<file path="config.mk">
export PLATFORM = sky130hd
export DESIGN_NAME = bus_ctrl_flat
export DESIGN_NICKNAME = d
export VERILOG_FILES = /design/src/rtl/bus_ctrl_if.sv /design/src/rtl/bus_ctrl.sv /design/src/flat_wrapper.sv
export SDC_FILE = /design/constraint.sdc
export NUM_CORES = 1
export LEC_CHECK = 0
export BUFFER_PORTS_ARGS = -buffer_cell sky130_fd_sc_hd__buf_2
export CELL_PAD_IN_SITES_DETAIL_PLACEMENT = 0
export CELL_PAD_IN_SITES_GLOBAL_PLACEMENT = 1
export CORE_MARGIN = 2
export CORE_UTILIZATION = 33
export CTS_CLUSTER_DIAMETER = 60
export DETAILED_ROUTE_END_ITERATION = 7
export MAX_ROUTING_LAYER = met4
export PLACE_DENSITY = 0.92
export SYNTH_ARGS = -nofsm -noshare
export SYNTH_HDL_FRONTEND = slang
export SYNTH_SLANG_ARGS = --single-unit
</file>
<file path="constraint.sdc">
create_clock -name clk -period 4.8 [get_ports clk]
set_input_delay 0.48 -clock clk [delete_from_list [all_inputs] [get_ports clk]]
set_output_delay 0.48 -clock clk [all_outputs]
set_load 0.05 [all_outputs]
</file>
<file path="src/rtl/bus_ctrl_if.sv">
// Signal bundle between the CPU, the bus controller, data memory and the two timers.
// master is the controller's view; slave is the CPU/memory/timer side.
interface bus_ctrl_if;
  logic        cpu_req;
  logic        cpu_we;
  logic [1:0]  cpu_size;
  logic [31:0] cpu_addr;
  logic [31:0] cpu_wdata;
  logic        cpu_stall;
  logic        cpu_done;
  logic [31:0] cpu_rdata;
  logic        adel;
  logic        ades;
  logic        dm_en;
  logic        dm_we;
  logic [3:0]  dm_be;
  logic [31:0] dm_addr;
  logic [31:0] dm_wdata;
  logic [31:0] dm_rdata;
  logic        dm_ready;
  logic [1:0]  tc_sel;
  logic        tc_we;
  logic [1:0]  tc_addr;
  logic [31:0] tc0_rdata;
  logic [31:0] tc1_rdata;

  modport master (
    input  cpu_req, cpu_we, cpu_size, cpu_addr, cpu_wdata,
    input  dm_rdata, dm_ready, tc0_rdata, tc1_rdata,
    output cpu_stall, cpu_done, cpu_rdata, adel, ades,
    output dm_en, dm_we, dm_be, dm_addr, dm_wdata,
    output tc_sel, tc_we, tc_addr
  );

  modport slave (
    output cpu_req, cpu_we, cpu_size, cpu_addr, cpu_wdata,
    output dm_rdata, dm_ready, tc0_rdata, tc1_rdata,
    input  cpu_stall, cpu_done, cpu_rdata, adel, ades,
    input  dm_en, dm_we, dm_be, dm_addr, dm_wdata,
    input  tc_sel, tc_we, tc_addr
  );
endinterface

</file>
<file path="src/rtl/bus_ctrl.sv">
// CPU load/store controller: decodes DM / timer regions, flags address exceptions,
// runs DM accesses with a bounded wait and returns one-cycle completion pulses.
module bus_ctrl #(
  parameter logic [31:0] DM_MAX  = 32'h0000_2FFF,
  parameter int unsigned TIMEOUT = 15
) (
  input logic        clk,
  input logic        reset,
  bus_ctrl_if.master bus
);

  localparam int unsigned CNT_W = (TIMEOUT < 2) ? 1 : $clog2(TIMEOUT + 1);
  localparam logic [CNT_W-1:0] LAST_WAIT = CNT_W'(TIMEOUT - 1);

  typedef enum logic [1:0] {IDLE, DM_WAIT, DONE} stateT;

  typedef struct packed {
    logic        dmEn;
    logic        dmWe;
    logic [3:0]  dmBe;
    logic [31:0] dmAddr;
    logic [31:0] dmWdata;
    logic [1:0]  tcSel;
    logic        tcWe;
    logic [1:0]  tcAddr;
    logic        done;
    logic [31:0] rdata;
    logic        adel;
    logic        ades;
  } outT;

  stateT            state, stateNext;
  logic [CNT_W-1:0] waitCnt, waitCntNext;
  outT              outQ, outD;

  logic        isTc0, isTc1, isTc, isDm, misaligned, excReq;
  logic [3:0]  beReq;
  logic [31:0] wdataRep;

  always_comb begin
    isTc0 = (bus.cpu_addr >= 32'h0000_7F00) && (bus.cpu_addr <= 32'h0000_7F0B);
    isTc1 = (bus.cpu_addr >= 32'h0000_7F10) && (bus.cpu_addr <= 32'h0000_7F1B);
    isTc  = isTc0 | isTc1;
    isDm  = !isTc && (bus.cpu_addr <= DM_MAX);
    misaligned = 1'b0;
    beReq      = 4'b1111;
    wdataRep   = bus.cpu_wdata;
    case (bus.cpu_size)
      2'd0: begin
        beReq    = 4'b0001 << bus.cpu_addr[1:0];
        wdataRep = {4{bus.cpu_wdata[7:0]}};
      end
      2'd1: begin
        misaligned = bus.cpu_addr[0];
        beReq      = bus.cpu_addr[1] ? 4'b1100 : 4'b0011;
        wdataRep   = {2{bus.cpu_wdata[15:0]}};
      end
      2'd2:    misaligned = |bus.cpu_addr[1:0];
      default: misaligned = 1'b1;
    endcase
    excReq = misaligned || !(isDm || isTc) ||
             (isTc && ((bus.cpu_size != 2'd2) || (bus.cpu_we && bus.cpu_addr[3:2] == 2'd2)));
  end

  // Timer accesses reuse DM_WAIT for their single strobe cycle; a nonzero tcSel marks them.
  always_comb begin
    stateNext   = state;
    waitCntNext = waitCnt;
    outD        = outQ;
    outD.done   = 1'b0;
    outD.rdata  = '0;
    outD.adel   = 1'b0;
    outD.ades   = 1'b0;
    case (state)
      IDLE: begin
        waitCntNext = '0;
        if (bus.cpu_req) begin
          if (excReq) begin
            stateNext = DONE;
            outD.done = 1'b1;
            outD.adel = ~bus.cpu_we;
            outD.ades = bus.cpu_we;
          end else if (isTc) begin
            stateNext   = DM_WAIT;
            outD.tcSel  = {isTc1, isTc0};
            outD.tcAddr = bus.cpu_addr[3:2];
            outD.tcWe   = bus.cpu_we;
          end else begin
            stateNext    = DM_WAIT;
            outD.dmEn    = 1'b1;
            outD.dmWe    = bus.cpu_we;
            outD.dmBe    = beReq;
            outD.dmAddr  = {bus.cpu_addr[31:2], 2'b00};
            outD.dmWdata = wdataRep;
          end
        end
      end
      DM_WAIT: begin
        if (outQ.tcSel != 2'b00) begin
          stateNext  = DONE;
          outD.rdata = outQ.tcSel[0] ? bus.tc0_rdata : bus.tc1_rdata;
        end else if (bus.dm_ready) begin
          stateNext  = DONE;
          outD.rdata = bus.dm_rdata;
        end else if (waitCnt == LAST_WAIT) begin
          stateNext = DONE;
          outD.adel = ~outQ.dmWe;
          outD.ades = outQ.dmWe;
        end else begin
          waitCntNext = waitCnt + CNT_W'(1);
        end
        if (stateNext == DONE) begin
          outD.done    = 1'b1;
          outD.dmEn    = 1'b0;
          outD.dmWe    = 1'b0;
          outD.dmBe    = '0;
          outD.dmAddr  = '0;
          outD.dmWdata = '0;
          outD.tcSel   = '0;
          outD.tcWe    = 1'b0;
          outD.tcAddr  = '0;
        end
      end
      DONE: begin
        stateNext   = IDLE;
        waitCntNext = '0;
      end
      default: stateNext = IDLE;
    endcase
  end

  always_ff @(posedge clk or posedge reset) begin
    if (reset) begin
      state   <= IDLE;
      waitCnt <= '0;
      outQ    <= '0;
    end else begin
      state   <= stateNext;
      waitCnt <= waitCntNext;
      outQ    <= outD;
    end
  end

  assign bus.dm_en     = outQ.dmEn;
  assign bus.dm_we     = outQ.dmWe;
  assign bus.dm_be     = outQ.dmBe;
  assign bus.dm_addr   = outQ.dmAddr;
  assign bus.dm_wdata  = outQ.dmWdata;
  assign bus.tc_sel    = outQ.tcSel;
  assign bus.tc_we     = outQ.tcWe;
  assign bus.tc_addr   = outQ.tcAddr;
  assign bus.cpu_done  = outQ.done;
  assign bus.cpu_rdata = outQ.rdata;
  assign bus.adel      = outQ.adel;
  assign bus.ades      = outQ.ades;
  assign bus.cpu_stall = bus.cpu_req & ~outQ.done;

endmodule

</file>
<file path="src/flat_wrapper.sv">
// flat-port wrapper written by rule: the top's interface ports become plain ports
module bus_ctrl_flat 
#(
  parameter logic [31:0] DM_MAX  = 32'h0000_2FFF,
  parameter int unsigned TIMEOUT = 15
)
  (clk, reset, bus_cpu_req, bus_cpu_we, bus_cpu_size, bus_cpu_addr, bus_cpu_wdata, bus_dm_rdata, bus_dm_ready, bus_tc0_rdata, bus_tc1_rdata, bus_cpu_stall, bus_cpu_done, bus_cpu_rdata, bus_adel, bus_ades, bus_dm_en, bus_dm_we, bus_dm_be, bus_dm_addr, bus_dm_wdata, bus_tc_sel, bus_tc_we, bus_tc_addr);
  bus_ctrl_if bus_i ();
  input logic clk;
  input logic reset;
  input wire logic [$bits(bus_i.cpu_req)-1:0] bus_cpu_req;
  input wire logic [$bits(bus_i.cpu_we)-1:0] bus_cpu_we;
  input wire logic [$bits(bus_i.cpu_size)-1:0] bus_cpu_size;
  input wire logic [$bits(bus_i.cpu_addr)-1:0] bus_cpu_addr;
  input wire logic [$bits(bus_i.cpu_wdata)-1:0] bus_cpu_wdata;
  input wire logic [$bits(bus_i.dm_rdata)-1:0] bus_dm_rdata;
  input wire logic [$bits(bus_i.dm_ready)-1:0] bus_dm_ready;
  input wire logic [$bits(bus_i.tc0_rdata)-1:0] bus_tc0_rdata;
  input wire logic [$bits(bus_i.tc1_rdata)-1:0] bus_tc1_rdata;
  output wire logic [$bits(bus_i.cpu_stall)-1:0] bus_cpu_stall;
  output wire logic [$bits(bus_i.cpu_done)-1:0] bus_cpu_done;
  output wire logic [$bits(bus_i.cpu_rdata)-1:0] bus_cpu_rdata;
  output wire logic [$bits(bus_i.adel)-1:0] bus_adel;
  output wire logic [$bits(bus_i.ades)-1:0] bus_ades;
  output wire logic [$bits(bus_i.dm_en)-1:0] bus_dm_en;
  output wire logic [$bits(bus_i.dm_we)-1:0] bus_dm_we;
  output wire logic [$bits(bus_i.dm_be)-1:0] bus_dm_be;
  output wire logic [$bits(bus_i.dm_addr)-1:0] bus_dm_addr;
  output wire logic [$bits(bus_i.dm_wdata)-1:0] bus_dm_wdata;
  output wire logic [$bits(bus_i.tc_sel)-1:0] bus_tc_sel;
  output wire logic [$bits(bus_i.tc_we)-1:0] bus_tc_we;
  output wire logic [$bits(bus_i.tc_addr)-1:0] bus_tc_addr;
  assign bus_i.cpu_req = bus_cpu_req;
  assign bus_i.cpu_we = bus_cpu_we;
  assign bus_i.cpu_size = bus_cpu_size;
  assign bus_i.cpu_addr = bus_cpu_addr;
  assign bus_i.cpu_wdata = bus_cpu_wdata;
  assign bus_i.dm_rdata = bus_dm_rdata;
  assign bus_i.dm_ready = bus_dm_ready;
  assign bus_i.tc0_rdata = bus_tc0_rdata;
  assign bus_i.tc1_rdata = bus_tc1_rdata;
  assign bus_cpu_stall = bus_i.cpu_stall;
  assign bus_cpu_done = bus_i.cpu_done;
  assign bus_cpu_rdata = bus_i.cpu_rdata;
  assign bus_adel = bus_i.adel;
  assign bus_ades = bus_i.ades;
  assign bus_dm_en = bus_i.dm_en;
  assign bus_dm_we = bus_i.dm_we;
  assign bus_dm_be = bus_i.dm_be;
  assign bus_dm_addr = bus_i.dm_addr;
  assign bus_dm_wdata = bus_i.dm_wdata;
  assign bus_tc_sel = bus_i.tc_sel;
  assign bus_tc_we = bus_i.tc_we;
  assign bus_tc_addr = bus_i.tc_addr;
  bus_ctrl #(.DM_MAX(DM_MAX), .TIMEOUT(TIMEOUT)) u_core (.clk(clk), .reset(reset), .bus(bus_i));
endmodule
</file>
==> impl_results.html, run 1 <==
<table>
<tr><th>Metric</th><th>Value</th></tr>
<tr><th colspan="2">Run status</th></tr>
<tr><td>Run status</td><td>finished, final reports clean</td></tr>
<tr><th colspan="2">Drt</th></tr>
<tr><td>Highest metal layer with signal wires</td><td>met4</td></tr>
<tr><td>ANT nets after route</td><td>0</td></tr>
<tr><td>Routed wl met3</td><td>1.43 mm</td></tr>
<tr><td>Detailed-route wire length on metal 1</td><td>7.31 mm</td></tr>
<tr><td>Remaining DRCs</td><td>0</td></tr>
<tr><td>Iter 0 DRT Violations</td><td>176</td></tr>
<tr><td>Average vias per placed instance</td><td>4.80</td></tr>
<tr><td>Met2 wire length</td><td>8.34 mm</td></tr>
<tr><td>Sum of routed wire length over all layers</td><td>17.2 mm</td></tr>
<tr><td>Per-cell routed wire length</td><td>16.9 um</td></tr>
<tr><td>Detailed-routing iteration count for the pre-antenna-repair pass</td><td>4</td></tr>
<tr><td>Vias</td><td>4903</td></tr>
<tr><th colspan="2">Setup path</th></tr>
<tr><td>Crit-path max FO</td><td>17</td></tr>
<tr><td>Critical path endpoint</td><td>u_core.bus.dm_wdata[23]$_DFFE_PP0P_</td></tr>
<tr><td>Category of the most critical setup path</td><td>reg -&gt; reg</td></tr>
<tr><td>Origin of the critical flop-to-flop path</td><td>u_core.state[0]$_DFFE_PP0P_</td></tr>
<tr><td>Logic depth of the worst register-to-register path</td><td>6</td></tr>
<tr><td>Worst path arrival time</td><td>3.17 ns</td></tr>
<tr><td>R2R Setup Slk</td><td>1.94 ns</td></tr>
<tr><td>Worst Setup Start Kind</td><td>register</td></tr>
<tr><td>Crit. Startpoint</td><td>u_core.state[0]$_DFFE_PP0P_</td></tr>
<tr><td>Required arrival time at the worst endpoint</td><td>5.10 ns</td></tr>
<tr><td>End of the worst register-to-register path</td><td>u_core.bus.dm_wdata[23]$_DFFE_PP0P_</td></tr>
<tr><td>Endpoint kind of the worst setup timing path</td><td>register</td></tr>
<tr><th colspan="2">STA</th></tr>
<tr><td>Slew HR</td><td>26.8%</td></tr>
<tr><td>Final-report hold violation count</td><td>0</td></tr>
<tr><td>Final sum of negative setup slack</td><td>0 ns</td></tr>
<tr><td>Max-slew violation count</td><td>0</td></tr>
<tr><td>Fmax</td><td>0.349 GHz</td></tr>
<tr><td>Setup skew after layout</td><td>0.0104 ns</td></tr>
<tr><td>Final period util</td><td>59.7%</td></tr>
<tr><td>Final period demand of the worst path</td><td>2.86 ns</td></tr>
<tr><td>Actual transition at the worst max-transition pin</td><td>1.10 ns</td></tr>
<tr><td>Number of failing setup endpoints in the final timing report</td><td>0</td></tr>
<tr><td>RSZ-0062 raised after global routing</td><td>false</td></tr>
<tr><th colspan="2">Clock tree</th></tr>
<tr><td>Clock root cell</td><td>clkbuf_16</td></tr>
<tr><td>Post-cts sizing count</td><td>0</td></tr>
<tr><td>Hold bufs inserted after CTS</td><td>0</td></tr>
<tr><td>Count of clock tree sinks</td><td>114</td></tr>
<tr><td>Total number of H-tree levels</td><td>4</td></tr>
<tr><td>CTS tree</td><td>yes</td></tr>
<tr><td>Post-CTS setup repair buffer count</td><td>0</td></tr>
<tr><td>Clock Pin Slew Worst Setup and Hold Paths</td><td>0.06 ns</td></tr>
<tr><td>Number of buffers created by CTS</td><td>17</td></tr>
<tr><td>Bufs on Longest Clock Path</td><td>2</td></tr>
<tr><td>Skew-Pair Late Insertion Delay</td><td>0.42 ns</td></tr>
<tr><th colspan="2">Logic synthesis</th></tr>
<tr><td>Part of the Yosys area used for sequential elements</td><td>53.2%</td></tr>
<tr><td>FFs w/ async S/R, synth</td><td>100%</td></tr>
<tr><td>Post-Syn Area</td><td>5360 sq um</td></tr>
<tr><td>Primary flip-flop cell chosen by synthesis mapping</td><td>dfrtp_1</td></tr>
<tr><td>Post-synthesis cell type count</td><td>46</td></tr>
<tr><td>Register bit count reported by yosys</td><td>114</td></tr>
<tr><td>Yosys warns</td><td>0</td></tr>
<tr><td>Synth Area per Inst</td><td>10.2 sq um</td></tr>
<tr><td>Number of enable-type register cells in the synthesized netlist</td><td>0</td></tr>
<tr><td>Instance count of the mapped netlist</td><td>526</td></tr>
<tr><th colspan="2">Placed design</th></tr>
<tr><td>Port buffer count</td><td>275</td></tr>
<tr><td>GP Congestion</td><td>0.819</td></tr>
<tr><td>Placed cell areas</td><td>6910 sq um</td></tr>
<tr><td>Post-detail-place hpwl</td><td>12.8 mm</td></tr>
<tr><th colspan="2">Global routing</th></tr>
<tr><td>Number of antenna violations at the first check in global routing</td><td>2</td></tr>
<tr><td>Overall overflow remaining after global route</td><td>0</td></tr>
<tr><td>Number of global-route vias before repair</td><td>4930</td></tr>
<tr><td>Total routing usage reported by global routing</td><td>20.8%</td></tr>
<tr><td>Largest net degree at the start of global routing</td><td>75</td></tr>
<tr><td>First-pass GRT wire length</td><td>27.0 mm</td></tr>
<tr><th colspan="2">Floorplanning</th></tr>
<tr><td>DIE HEIGHT</td><td>131 um</td></tr>
<tr><td>Total Die Area</td><td>17300 sq um</td></tr>
<tr><td>Area inside the core boundary</td><td>15900 sq um</td></tr>
<tr><td>Die span in x</td><td>131 um</td></tr>
<tr><td>IO Pins</td><td>278</td></tr>
<tr><td>Initial standard-cell utilization of the core</td><td>33.8%</td></tr>
<tr><td>Cell Rows</td><td>46</td></tr>
<tr><th colspan="2">Power</th></tr>
<tr><td>Max VDD drop</td><td>223 uV</td></tr>
<tr><td>Total leakage power</td><td>4.07 nW</td></tr>
<tr><td>Total chip power</td><td>2.51 mW</td></tr>
<tr><td>Power density over the cells</td><td>333 nW/um^2</td></tr>
<tr><th colspan="2">Final layout</th></tr>
<tr><td>Final nets</td><td>960</td></tr>
<tr><td>Utilization after layout</td><td>47.3%</td></tr>
<tr><td>Area Overhead vs Synth</td><td>40.2%</td></tr>
<tr><td>Total non-filler cell area in the finished layout</td><td>7520 sq um</td></tr>
<tr><td>Share of final-layout standard cells stronger than drive strength 1</td><td>41.0%</td></tr>
<tr><td>Fillcell total</td><td>1538</td></tr>
<tr><th colspan="2">Run</th></tr>
<tr><td>Max-capacitance violation count</td><td>0</td></tr>
<tr><th colspan="2">Worst hold path</th></tr>
<tr><td>Type of the tightest min-delay check</td><td>in -&gt; async</td></tr>
</table>
worst min path at each step:
stage	end	cells past startpoint	slack (ns)
after floorplan	u_core.waitCnt[1]$_DFFE_PP0P_	1	0.54
after detailed placement	u_core.bus.dm_addr[30]$_DFFE_PP0P_	1	0.47
final	u_core.bus.cpu_rdata[10]$_DFF_PP0_	2	0.27
after global placement	u_core.bus.dm_wdata[18]$_DFFE_PP0P_	1	0.46
after CTS	u_core.bus.cpu_rdata[9]$_DFF_PP0_	3	0.28
after global routing	u_core.bus.cpu_rdata[7]$_DFF_PP0_	3	0.30
per-stage QoR:
stage / std cells / setup slack [ns] / hold slack, ns
after global placement: 988 / 1.70 / 0.462
after CTS: 1020 / 1.87 / 0.279
after global routing: 1022 / 1.74 / 0.298
final: 1022 / 1.94 / 0.271
after floorplan: 527 / 1.30 / 0.545
after detailed placement: 988 / 1.67 / 0.465
sequential cells by signal, summed over array words and instances (netlist names):
signal	cells
u_core.bus.adel	1
u_core.bus.ades	1
u_core.bus.cpu_done	1
u_core.bus.cpu_rdata	32
u_core.bus.dm_addr	30
u_core.bus.dm_be	4
u_core.bus.dm_en	1
u_core.bus.dm_wdata	32
u_core.bus.dm_we	1
u_core.bus.tc_addr	2
u_core.bus.tc_sel	2
u_core.bus.tc_we	1
u_core.state	2
u_core.waitCnt	4
cell type report:
| type | count | area, sq um | area share, % |
|---|---|---|---|
| tap | 216 | 270 | 3.59 |
| clock inverter | 15 | 183 | 2.43 |
| multi-input combinational | 353 | 2260 | 30.1 |
| timing repair buffer | 282 | 1430 | 19.0 |
| inverter | 23 | 88.8 | 1.18 |
| clock buffer | 17 | 425 | 5.66 |
| antenna | 2 | 5.00 | 0.0666 |
| sequential | 114 | 2850 | 38.0 |
critical path, stage by stage, from the launching register on:
cell,delay [ns]
dfrtp_1,0.46
nor2b_1,0.27
nand4_1,0.22
or4_4,0.50
a21oi_4,0.56
buf_4,0.39
mux2_2,0.36
synthesized netlist by cell type, types with 3 or more instances:
| cell type | n | area (sq um) |
|---|---|---|
| mux2i_1 | 44 | 440 |
| buf_4 | 3 | 22.5 |
| buf_1 | 4 | 15.0 |
| or3_1 | 4 | 25.0 |
| o2bb2ai_1 | 17 | 149 |
| o22ai_1 | 3 | 18.8 |
| nand4_1 | 3 | 18.8 |
| mux2_2 | 5 | 56.3 |
| mux2_1 | 11 | 124 |
| nor2b_1 | 6 | 37.5 |
| nor4_1 | 3 | 18.8 |
| nand2_1 | 29 | 109 |
| nor2_1 | 87 | 327 |
| nor3_1 | 6 | 30.0 |
| a21oi_1 | 45 | 225 |
| and2_1 | 23 | 144 |
| a22oi_1 | 32 | 240 |
| dfrtp_1 | 114 | 2850 |
| inv_1 | 23 | 86.3 |
| nand2b_1 | 5 | 31.3 |
| nand3_1 | 3 | 15.0 |
| clkbuf_1 | 26 | 97.6 |
metal layers:
metal	vias up	GRT usage, %
met5	-	-
met2	240	33.8
li1	2357	-
met1	2299	25.0
met3	7	6.67
met4	0	5.31
cell families after synthesis:
kind of cell               count (synthesis)  share of synthesized area [%]
and+or+nand+nor                          178                           15.7
DFF                                      114                           53.2
AOI/OAI and AO/OA                        108                           13.7
muxes                                     60                           11.6
buffers and inverters                     60                           4.74
xor gates and xnor gates                   3                          0.490
adders and majority gates                  2                          0.467
other                                      1                         0.0699
placed cells by master, fill, tap and decap left out, types with 3 or more instances in the layout:
master | synthesis | routed
nor2b_1 | 6 | 4
mux2i_1 | 44 | 44
inv_8 | 0 | 4
nand4_1 | 3 | 3
inv_1 | 23 | 22
a22oi_1 | 32 | 32
clkbuf_16 | 0 | 17
inv_6 | 0 | 7
nor3_1 | 6 | 6
a21oi_1 | 45 | 45
and2_1 | 23 | 23
nor2_1 | 87 | 87
dfrtp_1 | 114 | 113
nand3_1 | 3 | 3
nand2b_1 | 5 | 5
o22ai_1 | 3 | 3
or3_1 | 4 | 4
buf_4 | 3 | 7
nor4_1 | 3 | 3
o2bb2ai_1 | 17 | 17
mux2_1 | 11 | 11
buf_2 | 2 | 275
mux2_2 | 5 | 5
nand2_1 | 29 | 29
where the power goes:
group | internal (mW) | total [mW] | switching [mW]
clock | 0.790 | 1.31 | 0.518
sequential | 0.967 | 0.974 | 0.00715
combinational | 0.0937 | 0.223 | 0.130
Note: power is estimated with default switching activity, not from simulation.
==> run 2, diff against run 1 <==
--- a/config.mk
+++ b/config.mk
@@ -5,11 +5,12 @@
 export SDC_FILE = /design/constraint.sdc
 export NUM_CORES = 1
 export LEC_CHECK = 0
+export ABC_AREA = 1
 export BUFFER_PORTS_ARGS = -buffer_cell sky130_fd_sc_hd__buf_2
 export CELL_PAD_IN_SITES_DETAIL_PLACEMENT = 0
 export CELL_PAD_IN_SITES_GLOBAL_PLACEMENT = 1
 export CORE_MARGIN = 2
-export CORE_UTILIZATION = 33
+export CORE_UTILIZATION = 32
 export CTS_CLUSTER_DIAMETER = 60
 export DETAILED_ROUTE_END_ITERATION = 7
 export MAX_ROUTING_LAYER = met4
==> constraint.sdc (replaced) <==
create_clock -name clk -period 2.7 [get_ports clk]
set_input_delay 0.27 -clock clk [delete_from_list [all_inputs] [get_ports clk]]
set_output_delay 0.27 -clock clk [all_outputs]
set_load 0.05 [all_outputs]
==> run 2 against run 1 <==
  * First-iteration DRC count grew to 3.1 times the previous value
  * Die area is 13% higher
  * Via count grew 29%
  * Register-to-register slack worse by 1.4 ns
  * Utilization shrank 2.5 points
  * Sequential share of layout area down 2.5 points
  * Wire length is 18% higher
  * Clock skew shrank 0.00092 ns
  * Critical endpoint is now u_core.bus.ades$_DFF_PP0_
==> impl_results.html, run 2 <==
<table>
<tr><th>Metric</th><th>Value</th></tr>
<tr><th colspan="2">Run status</th></tr>
<tr><td>Run status</td><td>finished, final reports clean</td></tr>
<tr><th colspan="2">Floorplanning</th></tr>
<tr><td>DIE HEIGHT</td><td>140 um</td></tr>
<tr><td>Area inside the core boundary</td><td>18000 sq um</td></tr>
<tr><td>Cell Rows</td><td>49</td></tr>
<tr><td>Total Die Area</td><td>19500 sq um</td></tr>
<tr><td>Die span in x</td><td>140 um</td></tr>
<tr><td>Initial standard-cell utilization of the core</td><td>32.7%</td></tr>
<tr><td>IO Pins</td><td>278</td></tr>
<tr><th colspan="2">Clock tree</th></tr>
<tr><td>Clock Pin Slew Worst Setup and Hold Paths</td><td>0.06 ns</td></tr>
<tr><td>Count of clock tree sinks</td><td>114</td></tr>
<tr><td>Number of buffers created by CTS</td><td>17</td></tr>
<tr><td>Post-CTS setup repair buffer count</td><td>0</td></tr>
<tr><td>Total number of H-tree levels</td><td>4</td></tr>
<tr><td>Bufs on Longest Clock Path</td><td>2</td></tr>
<tr><td>CTS tree</td><td>yes</td></tr>
<tr><td>Hold bufs inserted after CTS</td><td>1</td></tr>
<tr><td>Clock root cell</td><td>clkbuf_16</td></tr>
<tr><td>Post-cts sizing count</td><td>0</td></tr>
<tr><td>Skew-Pair Late Insertion Delay</td><td>0.42 ns</td></tr>
<tr><th colspan="2">Drt</th></tr>
<tr><td>ANT nets after route</td><td>0</td></tr>
<tr><td>Vias</td><td>6324</td></tr>
<tr><td>Iter 0 DRT Violations</td><td>548</td></tr>
<tr><td>Sum of routed wire length over all layers</td><td>20.4 mm</td></tr>
<tr><td>Detailed-routing iteration count for the pre-antenna-repair pass</td><td>5</td></tr>
<tr><td>Average vias per placed instance</td><td>4.96</td></tr>
<tr><td>Remaining DRCs</td><td>0</td></tr>
<tr><td>Per-cell routed wire length</td><td>16.0 um</td></tr>
<tr><th colspan="2">Power</th></tr>
<tr><td>Total leakage power</td><td>4.64 nW</td></tr>
<tr><td>Power density over the cells</td><td>660 nW/um^2</td></tr>
<tr><td>Max VDD drop</td><td>479 uV</td></tr>
<tr><th colspan="2">Logic synthesis</th></tr>
<tr><td>Instance count of the mapped netlist</td><td>779</td></tr>
<tr><td>Synth top cells by count</td><td>231 x nand2_1, 114 x dfrtp_1, 59 x nand4_1, 59 x o21ai_0, 48 x nor2_1</td></tr>
<tr><td>Main combinational cell family by area after synthesis</td><td>simple AND/OR/NAND/NOR gates</td></tr>
<tr><td>Post-synthesis cell type count</td><td>29</td></tr>
<tr><td>Yosys warns</td><td>0</td></tr>
<tr><td>Primary flip-flop cell chosen by synthesis mapping</td><td>dfrtp_1</td></tr>
<tr><td>Leading cell type by number of instances after synthesis</td><td>nand2_1</td></tr>
<tr><td>Register bit count reported by yosys</td><td>114</td></tr>
<tr><td>Cell taking the most area after synthesis</td><td>dfrtp_1</td></tr>
<tr><td>FFs w/ async S/R, synth</td><td>100%</td></tr>
<tr><td>Number of enable-type register cells in the synthesized netlist</td><td>0</td></tr>
<tr><td>Part of the Yosys area used for sequential elements</td><td>48.5%</td></tr>
<tr><td>Share of cell area taken by muxes after synthesis</td><td>0%</td></tr>
<tr><td>Post-synthesis share of cell area spent on full adders, half adders and majority gates</td><td>0.426%</td></tr>
<tr><td>Area fraction in and, or, nand and nor cells after synthesis</td><td>32.6%</td></tr>
<tr><td>Top-area cell type share of the netlist area</td><td>48.5%</td></tr>
<tr><td>Synth Area in XOR/XNOR</td><td>0%</td></tr>
<tr><td>Area contributors post-synth</td><td>dfrtp_1 49%, nand2_1 15%, nand4_1 6.3%, o21ai_0 5.0%, nor3_1 3.7%</td></tr>
<tr><td>Compound-gate portion of the synthesized area</td><td>9.90%</td></tr>
<tr><td>Synth Area per Inst</td><td>7.54 sq um</td></tr>
<tr><td>Post-Syn Area</td><td>5880 sq um</td></tr>
<tr><th colspan="2">Final layout</th></tr>
<tr><td>Area Overhead vs Synth</td><td>37.0%</td></tr>
<tr><td>Most common cell after layout, fill and taps aside</td><td>buf_2</td></tr>
<tr><td>Utilization after layout</td><td>44.8%</td></tr>
<tr><td>Share of final-layout standard cells stronger than drive strength 1</td><td>32.7%</td></tr>
<tr><td>Fillcell total</td><td>1813</td></tr>
<tr><td>Final nets</td><td>1201</td></tr>
<tr><td>Area taken by flip-flops and latches</td><td>2850 sq um</td></tr>
<tr><td>Area occupied by multi-input gates</td><td>2540 sq um</td></tr>
<tr><td>Top library cells by usage in the layout, fill and taps aside</td><td>275 x buf_2, 231 x nand2_1, 114 x dfrtp_1</td></tr>
<tr><td>Ant. Diodes</td><td>0</td></tr>
<tr><th colspan="2">Setup path</th></tr>
<tr><td>Origin of the critical flop-to-flop path</td><td>u_core.state[0]$_DFFE_PP0P_</td></tr>
<tr><td>R2R Setup Slk</td><td>0.58 ns</td></tr>
<tr><td>CP Cell Sequence</td><td>nor2_1 -&gt; inv_1 -&gt; buf_4 -&gt; nor2_1 -&gt; inv_1 -&gt; nor2_1 -&gt; nand2_1 -&gt; o21ai_0</td></tr>
<tr><td>Worst path slowest cell</td><td>dfrtp_1</td></tr>
<tr><td>Worst path arrival time</td><td>2.43 ns</td></tr>
<tr><td>Crit-path max FO</td><td>19</td></tr>
<tr><td>Slowest cell delay on critical path</td><td>0.43 ns</td></tr>
<tr><td>Worst Setup Start Kind</td><td>register</td></tr>
<tr><td>Required arrival time at the worst endpoint</td><td>3.01 ns</td></tr>
<tr><td>Library cell appearing most often on the critical path</td><td>nor2_1</td></tr>
<tr><td>End of the worst register-to-register path</td><td>u_core.bus.ades$_DFF_PP0_</td></tr>
<tr><td>Category of the most critical setup path</td><td>reg -&gt; reg</td></tr>
<tr><td>Endpoint kind of the worst setup timing path</td><td>register</td></tr>
<tr><td>Logic depth of the worst register-to-register path</td><td>8</td></tr>
<tr><th colspan="2">STA</th></tr>
<tr><td>RSZ-0062 raised after global routing</td><td>false</td></tr>
<tr><td>Actual transition at the worst max-transition pin</td><td>0.561 ns</td></tr>
<tr><td>Slew HR</td><td>62.6%</td></tr>
<tr><td>Number of failing setup endpoints in the final timing report</td><td>0</td></tr>
<tr><td>Final sum of negative setup slack</td><td>0 ns</td></tr>
<tr><td>Final period demand of the worst path</td><td>2.12 ns</td></tr>
<tr><td>Final period util</td><td>78.6%</td></tr>
<tr><td>Fmax</td><td>0.471 GHz</td></tr>
<tr><td>Setup skew after layout</td><td>0.00948 ns</td></tr>
<tr><td>Max-slew violation count</td><td>0</td></tr>
<tr><td>Final-report hold violation count</td><td>0</td></tr>
<tr><td>Min Hold Slack</td><td>0.115 ns</td></tr>
<tr><th colspan="2">Run</th></tr>
<tr><td>Max-capacitance violation count</td><td>0</td></tr>
<tr><th colspan="2">Global routing</th></tr>
<tr><td>Total routing usage reported by global routing</td><td>21.5%</td></tr>
<tr><td>Largest net degree at the start of global routing</td><td>69</td></tr>
<tr><td>Overall overflow remaining after global route</td><td>0</td></tr>
<tr><td>Number of antenna violations at the first check in global routing</td><td>0</td></tr>
<tr><td>First-pass GRT wire length</td><td>32.4 mm</td></tr>
<tr><td>Number of global-route vias before repair</td><td>6123</td></tr>
<tr><th colspan="2">Worst hold path</th></tr>
<tr><td>Worst Hold Path Cells</td><td>3</td></tr>
<tr><td>Worst hold path endpoint</td><td>u_core.bus.cpu_rdata[12]$_DFF_PP0_</td></tr>
<tr><td>Type of the tightest min-delay check</td><td>in -&gt; reg</td></tr>
<tr><td>Launch instance of the worst min-delay path</td><td>bus_dm_rdata[12]</td></tr>
<tr><th colspan="2">Placed design</th></tr>
<tr><td>Port buffer count</td><td>275</td></tr>
<tr><td>GP Congestion</td><td>0.852</td></tr>
<tr><td>Post-detail-place hpwl</td><td>14.7 mm</td></tr>
</table>
## run 2: cell types whose count changed in the layout (fill, tap and decap cells not counted), moves of 32 or more
cell     before  now
nand2_1      29  231
o21ai_0       1   59
nand4_1       3   59
mux2i_1      44    0
nor2_1       87   47
nand3_1       3   40
nor3_1        6   43
a22oi_1      32    0
## run 2: through the flow
step | power, mW | setup slack [ns] | cells | area [sq um]
final | 5.31 | 0.577 | 1274 | 8050
after global routing | 5.53 | 0.376 | 1274 | 8050
after floorplan | 2.67 | 0.706 | 780 | 5880
after detailed placement | 3.05 | 0.539 | 1241 | 7440
after global placement | 3.04 | 0.621 | 1241 | 7440
after CTS | 5.36 | 0.601 | 1274 | 8050
## run 2: kinds of logic (layout without fill, tap and decap cells)
kind of cell | Yosys count | count (layout)
other cells | 1 | 2
compound gates | 111 | 111
buf+inv | 118 | 383
flops | 114 | 114
fa+ha+maj | 2 | 2
simple gates | 433 | 433
## run 2: worst max-delay path by stage
| stage | start | end | slack (ns) | cells after the start |
|---|---|---|---|---|
| 2_1_floorplan | u_core.bus.tc_sel[1]$_DFFE_PP0P_ | u_core.bus.dm_wdata[27]$_DFFE_PP0P_ | 0.71 | 10 |
| 3_3_place_gp | bus_cpu_addr[17] | u_core.bus.tc_sel[0]$_DFFE_PP0P_ | 0.62 | 13 |
| 3_5_place_dp | bus_cpu_size[0] | u_core.bus.tc_sel[0]$_DFFE_PP0P_ | 0.54 | 10 |
| 4_1_cts | u_core.state[0]$_DFFE_PP0P_ | u_core.bus.ades$_DFF_PP0_ | 0.60 | 8 |
| 5_1_grt | u_core.state[0]$_DFFE_PP0P_ | u_core.bus.ades$_DFF_PP0_ | 0.38 | 8 |
| 6_report | u_core.state[0]$_DFFE_PP0P_ | u_core.bus.ades$_DFF_PP0_ | 0.58 | 8 |
## run 2: power breakdown
group | total [mW] | internal (mW) | switching (mW)
Combinational | 1.12 | 0.286 | 0.830
Sequential | 1.90 | 1.83 | 0.0722
Clock | 2.30 | 1.39 | 0.908
Total | 5.31 | 3.50 | 1.81
## run 2: metal layers
metal	vias up	track usage, %	wire (um)
li1	3105	-	-
met1	2939	29.0	9170
met2	241	32.0	9590
met3	39	4.09	1140
met4	0	8.24	471
met5	-	-	0
## run 2: cell type report
| class | count | area share, % |
|---|---|---|
| flip-flops and latches | 114 | 35.4 |
| multi-input cells | 548 | 31.6 |
| repair buffers | 293 | 19.3 |
| clock buffers | 17 | 5.28 |
| well taps | 229 | 3.56 |
| inverters | 58 | 2.75 |
| clock inverters | 15 | 2.14 |
## run 2: critical path: cells and delay by family (launching register included)
family | cells | cell delay (ns)
AOI/OAI and AO/OA | 1 | 0.12
and+or+nand+nor | 4 | 0.94
DFF | 1 | 0.43
buffers and inverters | 3 | 0.52
